==> src/rtl/systolic_pkg.sv <==
// Shared types and default sizing for the systolic array loader.
//
// Contents:
//   ARRAY_DIM / DATA_W / ADDR_W  default array size, element width, scratchpad address width
//   ROW_W                        width of one full array row (ARRAY_DIM * DATA_W)
//   ROW_IDX_W                    width of a row index ($clog2(ARRAY_DIM))
//   loader_state_t               sequencer FSM states
//   row_kind_t                   which operand type a captured row carries
package systolic_pkg;

   localparam int unsigned ARRAY_DIM = 4;
   localparam int unsigned DATA_W    = 16;
   localparam int unsigned ADDR_W    = 16;
   localparam int unsigned ROW_W     = ARRAY_DIM * DATA_W;
   localparam int unsigned ROW_IDX_W = $clog2(ARRAY_DIM);

   typedef enum logic [2:0] {
      StIdle,
      StWRd,
      StIWait,
      StIRd,
      StPRd,
      StDone
   } loader_state_t;

   typedef enum logic [1:0] {
      RowWeight,
      RowInput,
      RowPartial
   } row_kind_t;

endpackage

==> src/rtl/loader_rd_port.sv <==
// Scratchpad read port for the systolic array loader.
//
// Presents a read request while the sequencer asks for one, holds request and address
// steady until the memory answers, then registers the returned row together with a caller
// supplied tag (row type + row index) and raises a one-cycle captured pulse.
//
// Ports:
//   CLK, nRST      clock, synchronous active-low reset
//   req            sequencer wants a read of addr this cycle
//   addr           row address for the read
//   tag            metadata stored alongside the captured row
//   rd_req/rd_addr scratchpad read request and address
//   rd_valid       read completes in a cycle where rd_req is high
//   rd_data        row returned by the scratchpad
//   captured       one-cycle pulse, the cycle after a read completes
//   cap_data       last captured row (held)
//   cap_tag        tag of the last captured row (held)
module loader_rd_port #(
   parameter int unsigned addr_w = 16,
   parameter int unsigned row_w  = 64,
   parameter int unsigned tag_w  = 4
) (
   input  logic              CLK,
   input  logic              nRST,
   input  logic              req,
   input  logic [addr_w-1:0] addr,
   input  logic [tag_w-1:0]  tag,
   output logic              rd_req,
   output logic [addr_w-1:0] rd_addr,
   input  logic              rd_valid,
   input  logic [row_w-1:0]  rd_data,
   output logic              captured,
   output logic [row_w-1:0]  cap_data,
   output logic [tag_w-1:0]  cap_tag
);

   logic             cap_q;
   logic [row_w-1:0] data_q;
   logic [tag_w-1:0] tag_q;
   logic             fire;

   // No new request during the capture cycle: the sequencer only advances on the pulse,
   // so this keeps one read per row and gives the two-cycle row cadence.
   assign rd_req  = req & ~cap_q;
   assign rd_addr = rd_req ? addr : '0;
   assign fire    = rd_req & rd_valid;

   always_ff @(posedge CLK) begin
      if (!nRST) begin
         cap_q  <= 1'b0;
         data_q <= '0;
         tag_q  <= '0;
      end else begin
         cap_q <= fire;
         if (fire) begin
            data_q <= rd_data;
            tag_q  <= tag;
         end
      end
   end

   assign captured = cap_q;
   assign cap_data = data_q;
   assign cap_tag  = tag_q;

endmodule

==> src/rtl/systolic_array_loader.sv <==
// Memory-side sequencer feeding the systolic array control unit.
//
// One command loads array_dim weight rows, then num_inputs (input row, partial row) pairs
// read from the scratchpad. Each input/partial pair is only started when the array FIFOs
// report space for a whole pair.
//
// Ports:
//   CLK, nRST                 clock, synchronous active-low reset
//   start                     command pulse, honoured only when idle
//   base_w/i/p_addr           first weight / input / partial row address
//   num_inputs                number of input/partial pairs (0 = weights only)
//   busy, done                command in progress, one-cycle completion pulse
//   rd_req, rd_addr           scratchpad read request / row address
//   rd_valid, rd_data         scratchpad read completion / row data
//   fifo_has_space            array FIFOs can accept one input+partial pair
//   weight_en/input_en/partial_en  row type strobes (at most one high)
//   row_en, row_data          target row index and payload (held when no strobe)
module systolic_array_loader
   import systolic_pkg::*;
#(
   parameter int unsigned array_dim = ARRAY_DIM,
   parameter int unsigned data_w    = DATA_W,
   parameter int unsigned addr_w    = ADDR_W
) (
   input  logic                          CLK,
   input  logic                          nRST,
   input  logic                          start,
   input  logic [addr_w-1:0]             base_w_addr,
   input  logic [addr_w-1:0]             base_i_addr,
   input  logic [addr_w-1:0]             base_p_addr,
   input  logic [15:0]                   num_inputs,
   output logic                          busy,
   output logic                          done,
   output logic                          rd_req,
   output logic [addr_w-1:0]             rd_addr,
   input  logic                          rd_valid,
   input  logic [array_dim*data_w-1:0]   rd_data,
   input  logic                          fifo_has_space,
   output logic                          weight_en,
   output logic                          input_en,
   output logic                          partial_en,
   output logic [$clog2(array_dim)-1:0]  row_en,
   output logic [array_dim*data_w-1:0]   row_data
);

   localparam int unsigned row_w     = array_dim * data_w;
   localparam int unsigned row_idx_w = $clog2(array_dim);
   localparam int unsigned tag_w     = 2 + row_idx_w;

   loader_state_t state_q, state_d;

   logic [addr_w-1:0]    base_w_q, base_w_d;
   logic [addr_w-1:0]    base_i_q, base_i_d;
   logic [addr_w-1:0]    base_p_q, base_p_d;
   logic [15:0]          num_q, num_d;
   logic [row_idx_w-1:0] w_cnt_q, w_cnt_d;
   logic [15:0]          k_q, k_d;

   logic                 req;
   logic [addr_w-1:0]    req_addr;
   row_kind_t            req_kind;
   logic [row_idx_w-1:0] req_idx;

   logic                 captured;
   logic [row_w-1:0]     cap_data;
   logic [tag_w-1:0]     cap_tag;
   row_kind_t            cap_kind;
   logic [row_idx_w-1:0] cap_idx;

   loader_rd_port #(
      .addr_w (addr_w),
      .row_w  (row_w),
      .tag_w  (tag_w)
   ) u_rd_port (
      .CLK      (CLK),
      .nRST     (nRST),
      .req      (req),
      .addr     (req_addr),
      .tag      ({req_kind, req_idx}),
      .rd_req   (rd_req),
      .rd_addr  (rd_addr),
      .rd_valid (rd_valid),
      .rd_data  (rd_data),
      .captured (captured),
      .cap_data (cap_data),
      .cap_tag  (cap_tag)
   );

   always_ff @(posedge CLK) begin
      if (!nRST) begin
         state_q  <= StIdle;
         base_w_q <= '0;
         base_i_q <= '0;
         base_p_q <= '0;
         num_q    <= '0;
         w_cnt_q  <= '0;
         k_q      <= '0;
      end else begin
         state_q  <= state_d;
         base_w_q <= base_w_d;
         base_i_q <= base_i_d;
         base_p_q <= base_p_d;
         num_q    <= num_d;
         w_cnt_q  <= w_cnt_d;
         k_q      <= k_d;
      end
   end

   // Each read state advances on the capture pulse of its own read, so the row strobe and
   // the state change land in the same cycle.
   always_comb begin
      state_d  = state_q;
      base_w_d = base_w_q;
      base_i_d = base_i_q;
      base_p_d = base_p_q;
      num_d    = num_q;
      w_cnt_d  = w_cnt_q;
      k_d      = k_q;
      req      = 1'b0;
      req_addr = '0;
      req_kind = RowWeight;
      req_idx  = w_cnt_q;

      unique case (state_q)
         StIdle: begin
            if (start) begin
               base_w_d = base_w_addr;
               base_i_d = base_i_addr;
               base_p_d = base_p_addr;
               num_d    = num_inputs;
               w_cnt_d  = '0;
               k_d      = '0;
               state_d  = StWRd;
            end
         end

         StWRd: begin
            req      = 1'b1;
            req_addr = base_w_q + addr_w'(w_cnt_q);
            if (captured) begin
               w_cnt_d = w_cnt_q + 1'b1;
               if (w_cnt_q == row_idx_w'(array_dim - 1)) begin
                  state_d = (num_q == 16'd0) ? StDone : StIWait;
               end
            end
         end

         // The input read goes out in the very cycle space appears; StIRd then holds the
         // request through any memory wait states regardless of later space changes.
         StIWait: begin
            req      = fifo_has_space;
            req_addr = base_i_q + addr_w'(k_q);
            req_kind = RowInput;
            req_idx  = k_q[row_idx_w-1:0];
            if (fifo_has_space) begin
               state_d = StIRd;
            end
         end

         StIRd: begin
            req      = 1'b1;
            req_addr = base_i_q + addr_w'(k_q);
            req_kind = RowInput;
            req_idx  = k_q[row_idx_w-1:0];
            if (captured) begin
               state_d = StPRd;
            end
         end

         StPRd: begin
            req      = 1'b1;
            req_addr = base_p_q + addr_w'(k_q);
            req_kind = RowPartial;
            req_idx  = k_q[row_idx_w-1:0];
            if (captured) begin
               k_d     = k_q + 16'd1;
               state_d = ((k_q + 16'd1) == num_q) ? StDone : StIWait;
            end
         end

         StDone: begin
            state_d = StIdle;
         end

         default: begin
            state_d = StIdle;
         end
      endcase
   end

   assign cap_kind = row_kind_t'(cap_tag[tag_w-1 -: 2]);
   assign cap_idx  = cap_tag[row_idx_w-1:0];

   assign weight_en  = captured && (cap_kind == RowWeight);
   assign input_en   = captured && (cap_kind == RowInput);
   assign partial_en = captured && (cap_kind == RowPartial);
   assign row_en     = cap_idx;
   assign row_data   = cap_data;

   assign busy = (state_q != StIdle);
   assign done = (state_q == StDone);

endmodule

==> config.mk <==
export PLATFORM = sky130hd
export DESIGN_NAME = systolic_array_loader
export DESIGN_NICKNAME = d
export VERILOG_FILES = /design/src/rtl/systolic_pkg.sv /design/src/rtl/loader_rd_port.sv /design/src/rtl/systolic_array_loader.sv
export SDC_FILE = /design/constraint.sdc
export NUM_CORES = 1
export LEC_CHECK = 0
export BUFFER_PORTS_ARGS = -buffer_cell sky130_fd_sc_hd__clkbuf_2
export CAP_MARGIN = 20
export CORE_AREA = 2 2 135 137
export CTS_CLUSTER_DIAMETER = 100
export DETAILED_ROUTE_END_ITERATION = 8
export DIE_AREA = 0 0 137 139
export PLACE_DENSITY = 0.75
export SLEW_MARGIN = 5
export SYNTH_ARGS = -nofsm -noshare
export SYNTH_HDL_FRONTEND = slang
export SYNTH_HIERARCHICAL = 1
export SYNTH_SLANG_ARGS = --single-unit
export TNS_END_PERCENT = 20
==> constraint.sdc <==
create_clock -name CLK -period 3.9 [get_ports CLK]
set_input_delay 0.78 -clock CLK [delete_from_list [all_inputs] [get_ports CLK]]
set_output_delay 0.78 -clock CLK [all_outputs]
set_load 0.1 [all_outputs]
# Word level (Yosys, flattened, before mapping)
# Index checks and enable logic that the tools add are counted.
[totals]
output_inout_bits = 88
register_bits = 154
[op_classes]
eq_ne = 15
n_addsub = 5
mux = 20
n_reduce_logical = 16
bitwise = 3
[ops]
columns = ["op", "n"]
rows = [
  ["$mux 16", 3],
  ["$pmux 16 s3", 1],
  ["$add 16x16->16", 2],
  ["$pmux 16 s2", 1],
  ["$mux 3", 8],
  ["$add 16x1->16 const B", 1],
  ["$add 16x2->16", 1],
  ["$eq 16x16->1", 1],
  ["$logic_not 16->1", 1],
  ["$pmux 3 s5", 1],
  ["$pmux 2 s2", 2],
  ["$eq 3x2->1 const B", 2],
  ["$eq 3x3->1 const B", 2],
  ["$mux 2", 3],
  ["$ne 2x1->1 const B", 3],
  ["$ne 2x2->1 const B", 3],
  ["$reduce_and 3->1", 2],
  ["$reduce_and 6->1", 1],
  ["$reduce_or 3->1", 2],
  ["$eq 2x2->1 const B", 2],
  ["$reduce_bool 2->1", 2],
  ["$eq 3x1->1 const B", 1],
  ["$logic_and 1x1->1", 3],
  ["$logic_not 3->1", 1],
  ["other kinds (9)", 10],
]

# Depth between registers and ports, before layout
[logic_depth]
ltp_word = 5
ltp_mapped = 19
ltp_nobuf = 16

# By module
# The synthesis kept the hierarchy.
[modules_own_cells]
columns = ["mod", "instances", "cells_per_inst", "area_per_inst_um2"]
rows = [
  ["systolic_array_loader", 1, 721, 5439.0],
  ["loader_rd_port", 1, 316, 2827.7],
]

# Worst setup path before layout
# Ideal clock, no wire load.
[synth_path]
kind = "reg2out"
start = "register state_q[0]"
end = "output port rd_addr[12]"
path_slack_ns = -0.832
path_stages_with_launch = 20
arrival_time_ns = 3.952
path_buffers = 4
cell_sequence = "dfxtp_1 clkbuf_1 or3_1 buf_2 inv_2 buf_2 buf_1 nand2_1 nand2_1 ha_1 inv_1 fa_1 nor2b_1 o21ai_0 a21o_1 a21oi_1 o31a_1 nor3_1 o32ai_1 and2_1"
[synth_between]
elab_cells_between_ends = 10
[synth_lines]
columns = ["element", "line_no", "text"]
rows = [
  ["start: declaration", "systolic_array_loader.sv:50", "loader_state_t state_q, state_d;"],
  ["start signal: assignment", "systolic_array_loader.sv:91", "state_q <= StIdle;"],
  ["start signal: assignment", "systolic_array_loader.sv:99", "state_q <= state_d;"],
  ["$eq 3x2->1", "systolic_array_loader.sv:124", "unique case (state_q)"],
  ["$reduce_or 2->1 (no source line)", "-", ""],
  ["$pmux 16 s3 *", "systolic_array_loader.sv:124", ""],
  ["net req_addr[12]", "systolic_array_loader.sv:60", "logic [addr_w-1:0] req_addr;"],
  ["$mux 16 *", "loader_rd_port.sv:45", "assign rd_addr = rd_req ? addr : '0;"],
  ["end: declaration", "systolic_array_loader.sv:35", "output logic [addr_w-1:0] rd_addr,"],
]
# The timed path passes the listed nets; every way through them passes the cells marked *.

# Worst setup path after layout
[layout_path]
start = "register state_q[0]"
end = "output port rd_addr[14]"
# Same word-level chain as after synthesis.

==> metrics <==
DRT iter0 DRCs=about 500; Sum Neg Setup Slack=-2.52 ns; I/O pin count=approximately 220; Std-Cell Rows=49; htree depth=4; Crit. End Element=output port; drt wl/cell=around 16 um; post-synth cell types=61; GRT Total Usage=between 20% and 30%; slew at the pin closest to its max-slew limit=about 1.1 ns; Avg Cell Area, Syn=7.97 um2; Tcrit/Tclk final=110%; n_diodes=0; total gr overflow=0; worst path cell trace=or3_4 > inv_6 > buf_4 > nand2_1 > nand2_2 > ha_4 > and4_1 > a211oi_2 > a21oi_4 > buf_4 > nor4b_4 > mux2i_1 > o211ai_1 > and2_4 > buf_12; Vias=about 7800; number of routed nets with antenna violations=0; first-pass GRT wire length=37.5 mm; Cell Area, Synth=around 8300 um2; largest net degree at the start of global routing=between 90 and 100; Synth top cells by count=349 x nand2_1, 154 x dfxtp_1, 74 x mux2i_1; min Tclk post-route=4.29 ns; pre-CTS setup slack=-0.0739 ns; Initial Util=between 40% and 50%; Final GP Congestion=roughly 0.98; Worst Clk Skew=slightly above 0.009 ns; nets=between 1000 and 1500; final wirelength=approximately 24 mm; Post-synth ARST share=0%; critical path class=reg2out; CTS tree=done; Synth-to-Final Area Change=31.6%; Ys Warns=6; Lkg Pwr=approximately 4.7 nW; post-synthesis register bit count=between 150 and 200; crit path DAT=3.51 ns; drt pass-1 iters=5; Cells after Synth=roughly 1000; Max IR drop VDD=0.345 mV; CTS sink cnt=about 150; # DRC=0; RSZ-0062 raised after global routing=yes; HPWL after DPL=between 15 and 20 mm; Clk Latency, worst-skew pair=0.43 ns; chip height=about 140 um; fin worst setup slack=-0.394 ns; register area share after synthesis=~37%; worst endpoint required time=3.12 ns; Power Density=between 500 and 600 nW/um2; Via density=5.23; total CTS buffers=17; number of fill cells=~1600; Post-Syn Nets=1196; slowest stage cell, crit path=or3_4; maximum fanout along the worst path=6; Hold Fails Final Rpt=0; Most common cell on crit path=buf_4; vias in the first global route=around 7400; Root Driver=clkbuf_16; share of cells above drive strength 1=28.9%; # setup viols final=10; most instantiated library cell after synthesis=nand2_1; initial antenna violation count=0; Worst slew margin=~28%; critical path launch point type=flip-flop; die area=~19000 um2; EDFF count, synth=0; Placeable Area=17700 um2; Area contributors post-synth=dfxtp_1 37%, nand2_1 16%, mux2i_1 9.0%, a21boi_0 6.4%, ha_1 3.6%; Yosys top cell area share=between 30% and 40%; Port Buffers=between 200 and 250; WHS=approximately 0.46 ns; CP peak stage delay=0.45 ns; fin. max-slew vios=0; die width=about 140 um; Reg clk slew, reported paths=0.07 ns; Yosys top cell by area=dfxtp_1; Peak Freq=approximately 230 MHz; failing checks=negative setup slack; dominant synthesized flop cell=dfxtp_1; status=finished with violations; Final Cell Area=10900 um2; HP Class=reg2reg; Max Root-Sink Buffers=2; Max-Cap Viols=0; placed instance area=9900 um2
==> per-stage QoR <==
step           power [mW]  util, %  std cells
2_1_floorplan        3.86        -       1037
3_3_place_gp         4.40     56.1       1452
3_5_place_dp         4.43     56.1       1452
4_1_cts              6.13     60.4       1490
5_1_grt              6.42     61.6       1495
6_report             6.14     61.6       1495
==> power breakdown <==
part	total (mW)	leakage [nW]	switching, mW	internal, mW
clock network	1.68	0.290	0.761	0.918
registers	1.99	1.26	0.188	1.80
logic	2.47	3.16	1.81	0.655
==> routing by layer <==
layer | vias up | global-route usage [%] | wire [um]
li1 | 3919 | - | -
met2 | 208 | 41.2 | 11600
met1 | 3642 | 31.8 | 10500
met3 | 51 | 4.53 | 1010
met4 | 0 | 9.12 | 733
met5 | - | 0 | 0
==> sequential cells by signal, summed over array words and instances, names as in the netlist <==
signal,flops
base_p_q,16
state_q,3
u_rd_port/captured,1
k_q,16
base_i_q,16
u_rd_port/cap_data,64
u_rd_port/cap_tag,4
base_w_q,16
w_cnt_q,2
num_q,16
==> final timing paths <==
| check | slack (ns) | to | cells after the start | startpoint |
|---|---|---|---|---|
| setup / recovery | -0.39 | rd_addr[14] | 15 | state_q[0] |
| hold / removal | 0.46 | u_rd_port/cap_data[22] | 2 | u_rd_port/cap_data[22] |
| hold reg to reg | 0.46 | u_rd_port/cap_data[22] | 2 | u_rd_port/cap_data[22] |
| setup reg to reg | 1.21 | state_q[1] | 9 | k_q[0] |
==> layout make-up <==
type | instances | area [um2] | share of cell area, %
Clock buffer | 17 | 425 | 3.91
Clock inverter | 15 | 178 | 1.63
Inverter | 13 | 53.8 | 0.495
Multi-Input combinational cell | 804 | 5130 | 47.1
Sequential cell | 154 | 3080 | 28.4
Tap cell | 229 | 287 | 2.63
Timing Repair Buffer | 263 | 1720 | 15.8
==> cells in the final DEF, fill, tap and decap left out, types with 19 or more instances in the layout <==
master and count:
a21boi_0 70, buf_12 19, buf_4 36, clkbuf_2 203, dfxtp_1 153, mux2i_1 74
nand2_1 337, nor2_1 24, o21ai_0 20, xnor2_1 32
==> critical path, delay by kind of cell (launching register included) <==
| kind | cells | cell delay [ns] |
|---|---|---|
| AO/OA/AOI/OAI | 3 | 0.55 |
| adder cells (fa/ha/maj) | 1 | 0.22 |
| buffers and inverters | 4 | 0.55 |
| flip-flops | 1 | 0.32 |
| multiplexers | 1 | 0.25 |
| AND/OR/NAND/NOR | 6 | 1.22 |
==> kinds of logic after synthesis <==
logic type      Yosys count  synth area share, %
simple gates            487                 25.6
compound gates          168                 14.4
flops                   154                 37.3
buf+inv                  79                 4.34
mux                      75                 9.10
xor+xnor                 48                 5.09
fa+ha+maj                26                 4.12
==> repair_timing <==
action	in CTS	in global routing
resized for setup	28	35
hold buffers	0	0
cloned	1	0
buffers inserted	5	7
pin swaps	15	23
setup endpoints to repair	11	12
Note: power is estimated with default switching activity, not from simulation.
